`src/rtl/ofm_addr_controller.sv`:
```
// OFM write-side address generator.
// Converts the filter-major stream of result words drained after each tile
// into channel-major OFM RAM write addresses and write strobes. It also keeps
// the tile position (row, column band, filter group) across tiles of a layer.
module ofm_addr_controller #(
  parameter int SYSTOLIC_SIZE = 16,
  parameter int OFM_RAM_SIZE  = 705600,
  localparam int AW = $clog2(OFM_RAM_SIZE)
) (
  input  logic          clk,
  input  logic          rst_n,
  input  logic          start,
  input  logic          data_valid,
  output logic          ready,
  output logic [AW-1:0] ofm_addr,
  output logic          write_en,
  output logic [4:0]    write_ofm_size,
  output logic          tile_done,
  output logic          layer_done,
  input  logic [8:0]    ofm_size,
  input  logic [10:0]   ofm_channel
);

  typedef enum logic [1:0] {IDLE, SETUP, WRITE, UPDATE} state_t;

  state_t        state, state_nxt;
  logic [8:0]    row;
  logic [9:0]    col_base;     // one spare bit so col_base + width never wraps
  logic [11:0]   filt_base;    // one spare bit so filt_base + SYSTOLIC_SIZE never wraps
  logic [4:0]    tile_filters;
  logic [4:0]    pix, filt;
  logic [17:0]   plane;
  logic [AW-1:0] line_addr, addr;

  logic          xfer, last_xfer;
  logic [9:0]    col_rem;
  logic [11:0]   filt_rem;
  logic [31:0]   setup_plane, setup_line;
  logic          row_last, band_last, layer_end;
  logic [11:0]   filt_next;

  assign xfer      = (state == WRITE) && data_valid;
  assign last_xfer = xfer && (pix == write_ofm_size - 5'd1) && (filt == tile_filters - 5'd1);

  // Tile geometry evaluated from the current tile position (used in SETUP).
  assign col_rem     = {1'b0, ofm_size} - col_base;
  assign filt_rem    = {1'b0, ofm_channel} - filt_base;
  assign setup_plane = 32'(ofm_size) * 32'(ofm_size);
  assign setup_line  = 32'(filt_base) * setup_plane + 32'(row) * 32'(ofm_size) + 32'(col_base);

  // Position advance decisions (used in UPDATE).
  assign row_last  = (row == ofm_size - 9'd1);
  assign band_last = (col_base + 10'(write_ofm_size)) >= {1'b0, ofm_size};
  assign filt_next = filt_base + 12'(SYSTOLIC_SIZE);
  assign layer_end = row_last && band_last && (filt_next >= {1'b0, ofm_channel});

  // State register.
  always_ff @(posedge clk) begin
    if (rst_n) state <= IDLE;
    else       state <= state_nxt;
  end

  // Next-state logic.
  always_comb begin
    state_nxt = state;
    case (state)
      IDLE:    if (start) state_nxt = SETUP;
      SETUP:   state_nxt = WRITE;
      WRITE:   if (last_xfer) state_nxt = UPDATE;
      UPDATE:  state_nxt = IDLE;
      default: state_nxt = IDLE;
    endcase
  end

  // Handshake and tile-completion outputs decoded from the state.
  always_comb begin
    ready      = (state == WRITE);
    tile_done  = (state == UPDATE);
    layer_done = (state == UPDATE) && layer_end;
  end

  // Per-tile address walk: set up in SETUP, stepped on every transfer.
  always_ff @(posedge clk) begin
    if (rst_n) begin
      write_ofm_size <= '0;
      tile_filters   <= '0;
      plane          <= '0;
      line_addr      <= '0;
      addr           <= '0;
      pix            <= '0;
      filt           <= '0;
    end else if (state == SETUP) begin
      write_ofm_size <= (col_rem > 10'(SYSTOLIC_SIZE)) ? 5'(SYSTOLIC_SIZE) : col_rem[4:0];
      tile_filters   <= (filt_rem > 12'(SYSTOLIC_SIZE)) ? 5'(SYSTOLIC_SIZE) : filt_rem[4:0];
      plane          <= setup_plane[17:0];
      line_addr      <= setup_line[AW-1:0];
      addr           <= setup_line[AW-1:0];
      pix            <= '0;
      filt           <= '0;
    end else if (xfer) begin
      if (pix < write_ofm_size - 5'd1) begin
        pix  <= pix + 5'd1;
        addr <= addr + AW'(1);
      end else begin
        // End of one filter's row segment: jump to the same line of the next plane.
        pix       <= '0;
        filt      <= filt + 5'd1;
        line_addr <= line_addr + AW'(plane);
        addr      <= line_addr + AW'(plane);
      end
    end
  end

  // Registered write port: the address issued is the one current at transfer time.
  always_ff @(posedge clk) begin
    if (rst_n) begin
      write_en <= 1'b0;
      ofm_addr <= '0;
    end else begin
      write_en <= xfer;
      if (xfer) ofm_addr <= addr;
    end
  end

  // Tile position: rows inside a column band, then bands, then filter groups.
  always_ff @(posedge clk) begin
    if (rst_n) begin
      row       <= '0;
      col_base  <= '0;
      filt_base <= '0;
    end else if (state == UPDATE) begin
      if (!row_last) begin
        row <= row + 9'd1;
      end else begin
        row <= '0;
        if (!band_last) begin
          col_base <= col_base + 10'(SYSTOLIC_SIZE);
        end else begin
          col_base  <= '0;
          filt_base <= (filt_next >= {1'b0, ofm_channel}) ? 12'd0 : filt_next;
        end
      end
    end
  end

endmodule

```
`config.mk`:
```
export PLATFORM = sky130hd
export DESIGN_NAME = ofm_addr_controller
export DESIGN_NICKNAME = d
export VERILOG_FILES = /design/src/rtl/ofm_addr_controller.sv
export SDC_FILE = /design/constraint.sdc
export NUM_CORES = 1
export LEC_CHECK = 0
export CORE_MARGIN = 3
export CORE_UTILIZATION = 50
export DETAILED_ROUTE_END_ITERATION = 16
export PLACE_DENSITY_LB_ADDON = 0.2
export SYNTH_ARGS = -nofsm -noshare
export SYNTH_HDL_FRONTEND = slang
export SYNTH_SLANG_ARGS = --single-unit
export TNS_END_PERCENT = 5
```
`constraint.sdc`:
```
create_clock -name clk -period 23 [get_ports clk]
set_input_delay 5.75 -clock clk [delete_from_list [all_inputs] [get_ports clk]]
set_output_delay 5.75 -clock clk [all_outputs]
set_load 0.05 [all_outputs]
```
==> results.json, run 1 <==
{
  "root_buffer": "sky130_fd_sc_hd__clkbuf_16",
  "route.detailed.drc": 0,
  "post_cts_resize_count": 0,
  "groute.usage.overall_pct": 25.9,
  "clock_insertion_delay_worst_skew_ns": 0.43,
  "cpMostUsedCell": "sky130_fd_sc_hd__fa_1",
  "area.sequential_um2": 2460,
  "cts.clk_slew.worst_paths_ns": 0.07,
  "drive_above_1_share_pct": 2.96,
  "synthArstFlopShare_pct": 0,
  "timing.critical_path.from_type": "input port",
  "synth_cell_type_count": 69,
  "worst_clock_skew_ns": 0.0108,
  "core_region_area_um2": 33900,
  "crit_required_ns": 23.30,
  "synth_flop_cell": "sky130_fd_sc_hd__dfxtp_1",
  "hold-worst-slack_ns": 0.454,
  "portBuffers": 52,
  "vdd_ir_drop_max_mv": 0.0683,
  "die_y_um": 192,
  "htree_levels": 4,
  "dieArea_um2": 36900,
  "cts.repair_timing.setup_buffer_count": 0,
  "critical_path_class": "in -> reg",
  "critPathMaxFanout": 15,
  "final_max_slew_viol_count": 0,
  "ios": 53,
  "synthesis.area_per_instance_um2": 8.27,
  "share_clk_of_total_power_pct": 21.8,
  "post_synth_inst_count": 2095,
  "cts_tree": "yes",
  "crit_path_max_incr_delay_ns": 0.83,
  "hp-class": "reg -> reg",
  "final_setup_violations": 0,
  "power.combinational.fraction_pct": 57.0,
  "tritoncts_sink_count": 123,
  "vias_in_the_first_global_route": 13900,
  "drt-total-wl_um": 45000,
  "seq_area_frac_synth_pct": 14.2,
  "ctsHoldBuffers": 0,
  "final_ant_viol_nets": 0,
  "power.static_leakage_nw": 9.28,
  "headroom_to_the_max_slew_limit_pct": 34.4,
  "fin_nets": 2634,
  "cp_data_arrival_time_ns": 16.99,
  "post_synth_instance_area_um2": 17300,
  "routabilityCongestion": 0.897,
  "min_period_ns": 16.69,
  "power.internal_mw": 0.771,
  "outcome": "finished clean",
  "total_switching_power_mw": 0.673,
  "tns_ns": 0,
  "rows": 67,
  "avgRoutedWirePerCell_um": 17.1,
  "grt_antenna_before_repair": 1,
  "timing.fmax_mhz": 59.9,
  "worst_path_max_delay_cell": "sky130_fd_sc_hd__clkdlybuf4s50_1",
  "power.density_nw_per_um2": 75.2,
  "drv.max_cap_violation_count": 0,
  "numCtsBuffers": 17,
  "floorplan.initialDensity_pct": 51.2,
  "drtPass1Iterations": 6,
  "worst_slew_pin_slew_ns": 0.985,
  "synth_enable_flop_cells": 0,
  "final_common_cell": "sky130_fd_sc_hd__inv_1",
  "relative_area_change_from_synthesis_to_final_layout_pct": 10.8,
  "grt_first_pass_wirelength_um": 74300,
  "route.detailed.vias_per_inst": 5.30,
  "grt_setup_unrepaired": "no",
  "antenna-diode-count": 0,
  "multi_input_comb_area_um2": 13400,
  "timing.final.crit_share_pct": 72.6,
  "endpoint_kind": "flop",
  "cts_buffer_depth": 2,
  "fillCellCount": 3105,
  "drt_iter0_markers": 933,
  "overflow_left_after_global_routing": 0,
  "power.sequential.fraction_pct": 21.1,
  "dp_hpwl_um": 35700,
  "routed-via-count": 14000,
  "synth_seq_cells": 123,
  "grt_start_max_net_pins": 69,
  "power.share.switching_pct": 46.6,
  "synthesis.yosys.warnings": 0,
  "floorplan.die.width_um": 192,
  "final_cell_mix": "sky130_fd_sc_hd__inv_1, sky130_fd_sc_hd__nand2_1, sky130_fd_sc_hd__fa_1",
  "hold_viol": 0
}
[final cells by class]
cell class                      count  share of cell area [%]
Inverter                          397                    7.76
Sequential cell                   123                    12.8
Clock inverter                     14                    1.20
Clock buffer                       18                    2.29
Multi-Input combinational cell   1571                    69.6
Timing Repair Buffer               70                    3.40
Tap cell                          448                    2.92
[logic make-up after synthesis]
kind of cell | after synthesis | share of synthesized area (%)
simple gates | 594 | 15.6
buf+inv | 480 | 10.4
fa+ha+maj | 431 | 40.5
compound gates | 321 | 11.6
xor+xnor | 123 | 6.37
flops | 123 | 14.2
mux | 21 | 1.21
other cells | 2 | 0.0433
[path summary, 6_finish.rpt]
| check | start | endpoint | slack, ns | cells after the start |
|---|---|---|---|---|
| worst min-delay path | ofm_addr[11] | ofm_addr[11] | 0.45 | 2 |
| worst min register to register | ofm_addr[11] | ofm_addr[11] | 0.45 | 2 |
| worst max-delay path | ofm_size[1] | line_addr[19] | 6.31 | 37 |
| worst max register to register | row[1] | line_addr[19] | 15.62 | 23 |
[Yosys cell counts, drive strengths merged, types with 11 or more instances]
cell,count,area share [%]
a21o,18,0.78
inv,391,8.5
nand2,237,5.1
xor2,51,2.6
ha,212,15
o21ai,60,1.7
nand3,38,1.1
clkbuf,69,1.5
and2,72,2.6
nor2,151,3.3
a21oi,121,3.5
a211oi,16,0.72
nor3,21,0.61
fa,218,25
nand4,13,0.51
nand2b,12,0.43
dfxtp,123,14
buf,14,0.35
mux2i,21,1.2
xnor2,70,3.5
o22ai,11,0.40
nor2b,11,0.40
a31oi,12,0.43
o21bai,11,0.48
[registers in the layout (all words and copies together) (netlist names)]
| signal | flops |
|---|---|
| addr | 20 |
| tile_filters | 5 |
| col_base | 6 |
| row | 9 |
| line_addr | 20 |
| state | 2 |
| filt_base | 8 |
| plane | 17 |
| write_ofm_size | 5 |
| ofm_addr | 20 |
| write_en | 1 |
| filt | 5 |
| pix | 5 |
[stage by stage]
step | instances | cell area, um2 | power (mW) | worst slack [ns] | utilization [%]
after CTS | 2641 | 19200 | 1.45 | 6.35 | 56.7
final | 2641 | 19200 | 1.44 | 6.31 | 56.7
after global placement | 2609 | 18500 | 1.11 | 6.12 | 54.7
after floorplan | 2174 | 17600 | 0.869 | 7.27 | -
after global routing | 2641 | 19200 | 1.56 | 5.47 | 56.7
after detailed placement | 2609 | 18500 | 1.12 | 5.89 | 54.7
[routing by layer]
layer	vias to the layer above	global-route usage, %	wire, um
li1	6725	-	-
met1	6826	36.8	20600
met2	399	41.9	20700
met3	53	2.52	2460
met4	0	7.45	1260
met5	-	0	0
[power groups by stage]
stage	clock network (mW)	registers (mW)	logic [mW]
after floorplan	0	0.297	0.572
after global placement	0	0.307	0.803
after detailed placement	0	0.308	0.816
after CTS	0.319	0.304	0.822
after global routing	0.329	0.310	0.925
final	0.316	0.305	0.823
[critical path: cells and delay by family]
family          cells  cell delay (ns)
compound gates      6             1.22
xor+xnor           10             2.16
fa+ha+maj          12             5.91
buf+inv             7             1.51
simple gates        2             0.39
No activity file was read; power rests on OpenSTA's default activity.
==> run 2, diff against run 1 <==
==> constraint.sdc (replaced) <==
create_clock -name clk -period 15.4 [get_ports clk]
set_input_delay 3.85 -clock clk [delete_from_list [all_inputs] [get_ports clk]]
set_output_delay 3.85 -clock clk [all_outputs]
set_load 0.05 [all_outputs]
==> results.json, run 2 (synthesis gave the netlist of run 1 again) <==
{
  "timing.final.crit_share_pct": 93.7,
  "min_delay_worst_endpoint": "ofm_addr[18]",
  "holdPathStages": 2,
  "timing.hold.worst.start": "ofm_addr[18]",
  "grt_antenna_before_repair": 0,
  "groute.usage.overall_pct": 26.2,
  "grt_start_max_net_pins": 70,
  "power.density_nw_per_um2": 109,
  "vias_in_the_first_global_route": 14300,
  "overflow_left_after_global_routing": 0,
  "timing.fmax_mhz": 69.3,
  "gr-usage-met1_pct": 37.3,
  "cts.clk_slew.worst_paths_ns": 0.06,
  "critical_path_class": "in -> reg",
  "power.static_leakage_nw": 9.25,
  "grt_setup_unrepaired": "no",
  "floorplan.initialDensity_pct": 51.2,
  "dieArea_um2": 36900,
  "drtPass1Iterations": 8,
  "outcome": "finished clean",
  "postLayoutCellArea_um2": 19100,
  "critPathMaxFanout": 8,
  "htree_levels": 4,
  "numCtsBuffers": 17,
  "crit_path_max_incr_delay_ns": 0.64,
  "fin_nets": 2640,
  "portBuffers": 52,
  "worst_slew_pin_slew_ns": 1.19,
  "met3_usage_pct": 2.76,
  "tns_ns": 0,
  "hold-worst-slack_ns": 0.454,
  "route.detailed.drc": 0,
  "post_cts_resize_count": 0,
  "dpl-instance-area_um2": 18600,
  "grtUsageMet2_pct": 41.3,
  "core_region_area_um2": 33900,
  "min_period_ns": 14.43,
  "antenna-diode-count": 0,
  "timing.critical_path.from_type": "input port",
  "cts.repair_timing.setup_buffer_count": 0,
  "cp_data_arrival_time_ns": 14.74,
  "drt_iter0_markers": 900,
  "drive_above_1_share_pct": 3.18,
  "final_common_cell": "sky130_fd_sc_hd__inv_1",
  "avgRoutedWirePerCell_um": 17.1,
  "routabilityCongestion": 0.884,
  "reg2reg_setup_slack_ns": 7.86,
  "final_max_slew_viol_count": 0,
  "rows": 67,
  "route.detailed.vias_per_inst": 5.27,
  "timing.rr.end": "line_addr[19]",
  "hold_viol": 0,
  "cts_buffer_depth": 2,
  "die_y_um": 192,
  "final_ant_viol_nets": 0,
  "final_cell_mix": "sky130_fd_sc_hd__inv_1, sky130_fd_sc_hd__nand2_1, sky130_fd_sc_hd__fa_1",
  "dp_hpwl_um": 36000,
  "drt-total-wl_um": 45400,
  "routed-via-count": 13900,
  "final_setup_violations": 0,
  "worst_path_max_delay_cell": "sky130_fd_sc_hd__clkdlybuf4s50_1",
  "r2r-start": "filt_base[4]",
  "ios": 53,
  "timing.reg2reg.worst_path_depth": 23,
  "cts_tree": "yes",
  "root_buffer": "sky130_fd_sc_hd__clkbuf_16",
  "floorplan.die.width_um": 192,
  "ctsHoldBuffers": 0,
  "crit_required_ns": 15.70,
  "worst_clock_skew_ns": 0.00860,
  "biggestRegsByFlops": "addr (20), line_addr (20), ofm_addr (20)",
  "endpoint_kind": "flop",
  "grt_first_pass_wirelength_um": 75500,
  "headroom_to_the_max_slew_limit_pct": 19.9,
  "hp-class": "reg -> reg",
  "tritoncts_sink_count": 123,
  "clock_insertion_delay_worst_skew_ns": 0.43,
  "vdd_ir_drop_max_mv": 0.0937,
  "globalRoute.busiestLayer": "met2",
  "drv.max_cap_violation_count": 0,
  "relative_area_change_from_synthesis_to_final_layout_pct": 10.5
}
[run 2: cell types whose count changed in the layout (fill, tap and decap cells not counted), sizes merged]
cell | previous run | this run
buf | 19 | 25
bufinv | 5 | 1
clkbuf | 18 | 20
clkinv | 8 | 9
clkinvlp | 1 | 5
inv | 397 | 394
[run 2: stage by stage]
stage                     utilization, %  power [mW]  worst slack [ns]  cells
after floorplan                        -        1.30              1.57   2174
after global placement              54.8        1.65             0.681   2615
after detailed placement            54.8        1.67             0.562   2615
after CTS                           56.5        2.08              1.01   2647
after global routing                56.5        2.26             0.363   2647
final                               56.5        2.09             0.967   2647
[run 2: layout make-up]
type / instances / area (um2)
Clock inverter: 12 / 113
Tap cell: 448 / 561
Fill cell: 3159 / 14700
Sequential cell: 123 / 2460
Clock buffer: 20 / 457
Multi-Input combinational cell: 1571 / 13400
Inverter: 397 / 1490
Timing Repair Buffer: 76 / 698
[run 2: metal layers]
layer	share of wire (%)	vias to the layer above
li1	-	6723
met1	46	6819
met2	45	342
met3	5.1	64
met4	3.5	0
met5	0	-
[run 2: worst max path at each step]
stage / to / start / depth (start not counted)
after floorplan: line_addr[19] / ofm_size[2] / 36
after global placement: addr[19] / ofm_size[7] / 35
after detailed placement: line_addr[19] / ofm_size[7] / 35
after CTS: line_addr[19] / ofm_size[7] / 35
after global routing: line_addr[19] / ofm_size[7] / 40
final: line_addr[19] / ofm_size[5] / 40
[run 2: worst max-delay path, delay by kind of cell]
kind	cells	cell delay [ns]
XOR/XNOR	3	0.76
AND/OR/NAND/NOR	7	1.60
adder cells (fa/ha/maj)	13	6.04
buffers and inverters	12	1.54
AO/OA/AOI/OAI	5	0.94
[run 2: where the power goes]
part           internal [mW]  switching (mW)  leakage (nW)  total (mW)
Sequential             0.385          0.0654          1.00       0.450
Clock                  0.232           0.169         0.265       0.400
Combinational          0.468           0.775          7.98        1.24
==> run 3, diff against run 2 <==
--- a/config.mk
+++ b/config.mk
@@ -5,6 +5,7 @@
 export SDC_FILE = /design/constraint.sdc
 export NUM_CORES = 1
 export LEC_CHECK = 0
+export CAP_MARGIN = 20
 export CORE_MARGIN = 3
 export CORE_UTILIZATION = 50
 export DETAILED_ROUTE_END_ITERATION = 16
==> results.json, run 3 (synthesis gave the netlist of run 1 again) <==
{
  "outcome": "finished clean",
  "die_y_um": 192,
  "floorplan.initialDensity_pct": 51.2,
  "grt_start_max_net_pins": 70,
  "drv.max_cap_violation_count": 0,
  "overflow_left_after_global_routing": 0,
  "numCtsBuffers": 17,
  "root_buffer": "sky130_fd_sc_hd__clkbuf_16",
  "final_cell_mix": "sky130_fd_sc_hd__inv_1, sky130_fd_sc_hd__nand2_1, sky130_fd_sc_hd__fa_1",
  "drtPass1Iterations": 5,
  "tritoncts_sink_count": 123,
  "cts_buffer_depth": 2,
  "avgRoutedWirePerCell_um": 17.1,
  "min_delay_worst_endpoint": "ofm_addr[18]",
  "final_ant_viol_nets": 0,
  "grt_setup_unrepaired": "no",
  "final_setup_violations": 0,
  "hold-worst-slack_ns": 0.453,
  "drt-total-wl_um": 45400,
  "headroom_to_the_max_slew_limit_pct": 29.2,
  "dp_hpwl_um": 36000,
  "drive_above_1_share_pct": 3.23,
  "worst_clock_skew_ns": 0.00823,
  "groute.usage.overall_pct": 26.2,
  "timing.critical_path.from_type": "input port",
  "rows": 67,
  "worst_slew_pin_slew_ns": 1.05,
  "htree_levels": 4,
  "routabilityCongestion": 0.884,
  "antenna-diode-count": 0,
  "hold_viol": 0,
  "worst_path_max_delay_cell": "sky130_fd_sc_hd__clkdlybuf4s50_1",
  "cp_data_arrival_time_ns": 14.75,
  "post_cts_resize_count": 0,
  "placement.setup.worst_slack_ns": 0.562,
  "timing.rr.end": "line_addr[19]",
  "timing.hold.worst.start": "ofm_addr[18]",
  "final_common_cell": "sky130_fd_sc_hd__inv_1",
  "reg2reg_setup_slack_ns": 7.85,
  "endpoint_kind": "flop",
  "crit_required_ns": 15.70,
  "setup_ws_ns": 0.954,
  "ios": 53,
  "floorplan.die.width_um": 192,
  "dieArea_um2": 36900,
  "grt_first_pass_wirelength_um": 75500,
  "route.detailed.drc": 0,
  "timing.final.crit_share_pct": 93.8,
  "power.static_leakage_nw": 9.26,
  "grt_antenna_before_repair": 0,
  "min_period_ns": 14.45,
  "timing.fmax_mhz": 69.2,
  "relative_area_change_from_synthesis_to_final_layout_pct": 10.6,
  "clock_insertion_delay_worst_skew_ns": 0.43,
  "power.density_nw_per_um2": 110,
  "vdd_ir_drop_max_mv": 0.0930,
  "ctsHoldBuffers": 0,
  "critical-path-top-delay-family": "adder cells",
  "cts_tree": "yes",
  "cts.repair_timing.setup_buffer_count": 0,
  "critical_path_class": "in -> reg",
  "drt_iter0_markers": 924,
  "route.detailed.vias_per_inst": 5.27,
  "portBuffers": 52,
  "tns_ns": 0,
  "timing.reg2reg.worst_path_depth": 23,
  "core_region_area_um2": 33900,
  "biggestRegsByFlops": "addr (20), line_addr (20), ofm_addr (20)",
  "fin_nets": 2641,
  "final_max_slew_viol_count": 0,
  "routed-via-count": 13900,
  "holdPathStages": 2,
  "cts.clk_slew.worst_paths_ns": 0.06,
  "r2r-start": "filt_base[4]",
  "critPathMaxFanout": 8,
  "crit_path_max_incr_delay_ns": 0.70,
  "crit_buf_inv": 12,
  "vias_in_the_first_global_route": 14300,
  "hp-class": "reg -> reg"
}
[run 3: through the flow]
stage	power (mW)	area, um2	utilization, %	instances
detailed placement	1.67	18600	54.8	2615
floorplan	1.30	17600	-	2174
finish	2.10	19200	56.6	2648
global route	2.27	19200	56.6	2648
global placement	1.65	18600	54.8	2615
CTS	2.08	19100	56.5	2647
[run 3: worst max path at each step]
stage,startpoint,to,cells past startpoint
5_1_grt,ofm_size[7],line_addr[19],40
2_1_floorplan,ofm_size[2],line_addr[19],36
4_1_cts,ofm_size[7],line_addr[19],35
6_report,ofm_size[7],line_addr[19],40
3_3_place_gp,ofm_size[7],addr[19],35
3_5_place_dp,ofm_size[7],line_addr[19],35
[run 3: tightest hold or removal path: stages, from the launching register on]
cell and delay [ns]:
sky130_fd_sc_hd__dfxtp_1 0.31, sky130_fd_sc_hd__nand2_1 0.05, sky130_fd_sc_hd__a21oi_1 0.05
[run 3: power by group]
part / total [mW] / switching, mW / internal [mW]
Sequential: 0.450 / 0.0652 / 0.385
Clock: 0.399 / 0.167 / 0.232
Combinational: 1.25 / 0.776 / 0.474
[run 3: routing by layer]
metal,vias to the layer above,global-route usage [%],part of all wire [%]
li1,6731,-,-
met1,6808,37.3,46
met2,343,41.3,45
met3,67,2.76,4.9
met4,0,9.58,3.4
met5,-,0,0
[run 3: final cells by class]
| type | count | area (um2) |
|---|---|---|
| clock inverters | 12 | 113 |
| fillers | 3155 | 14700 |
| clock buffers | 20 | 457 |
| repair buffers | 77 | 726 |
| flip-flops and latches | 123 | 2460 |
| multi-input cells | 1571 | 13400 |
| well taps | 448 | 561 |
| inverters | 397 | 1490 |
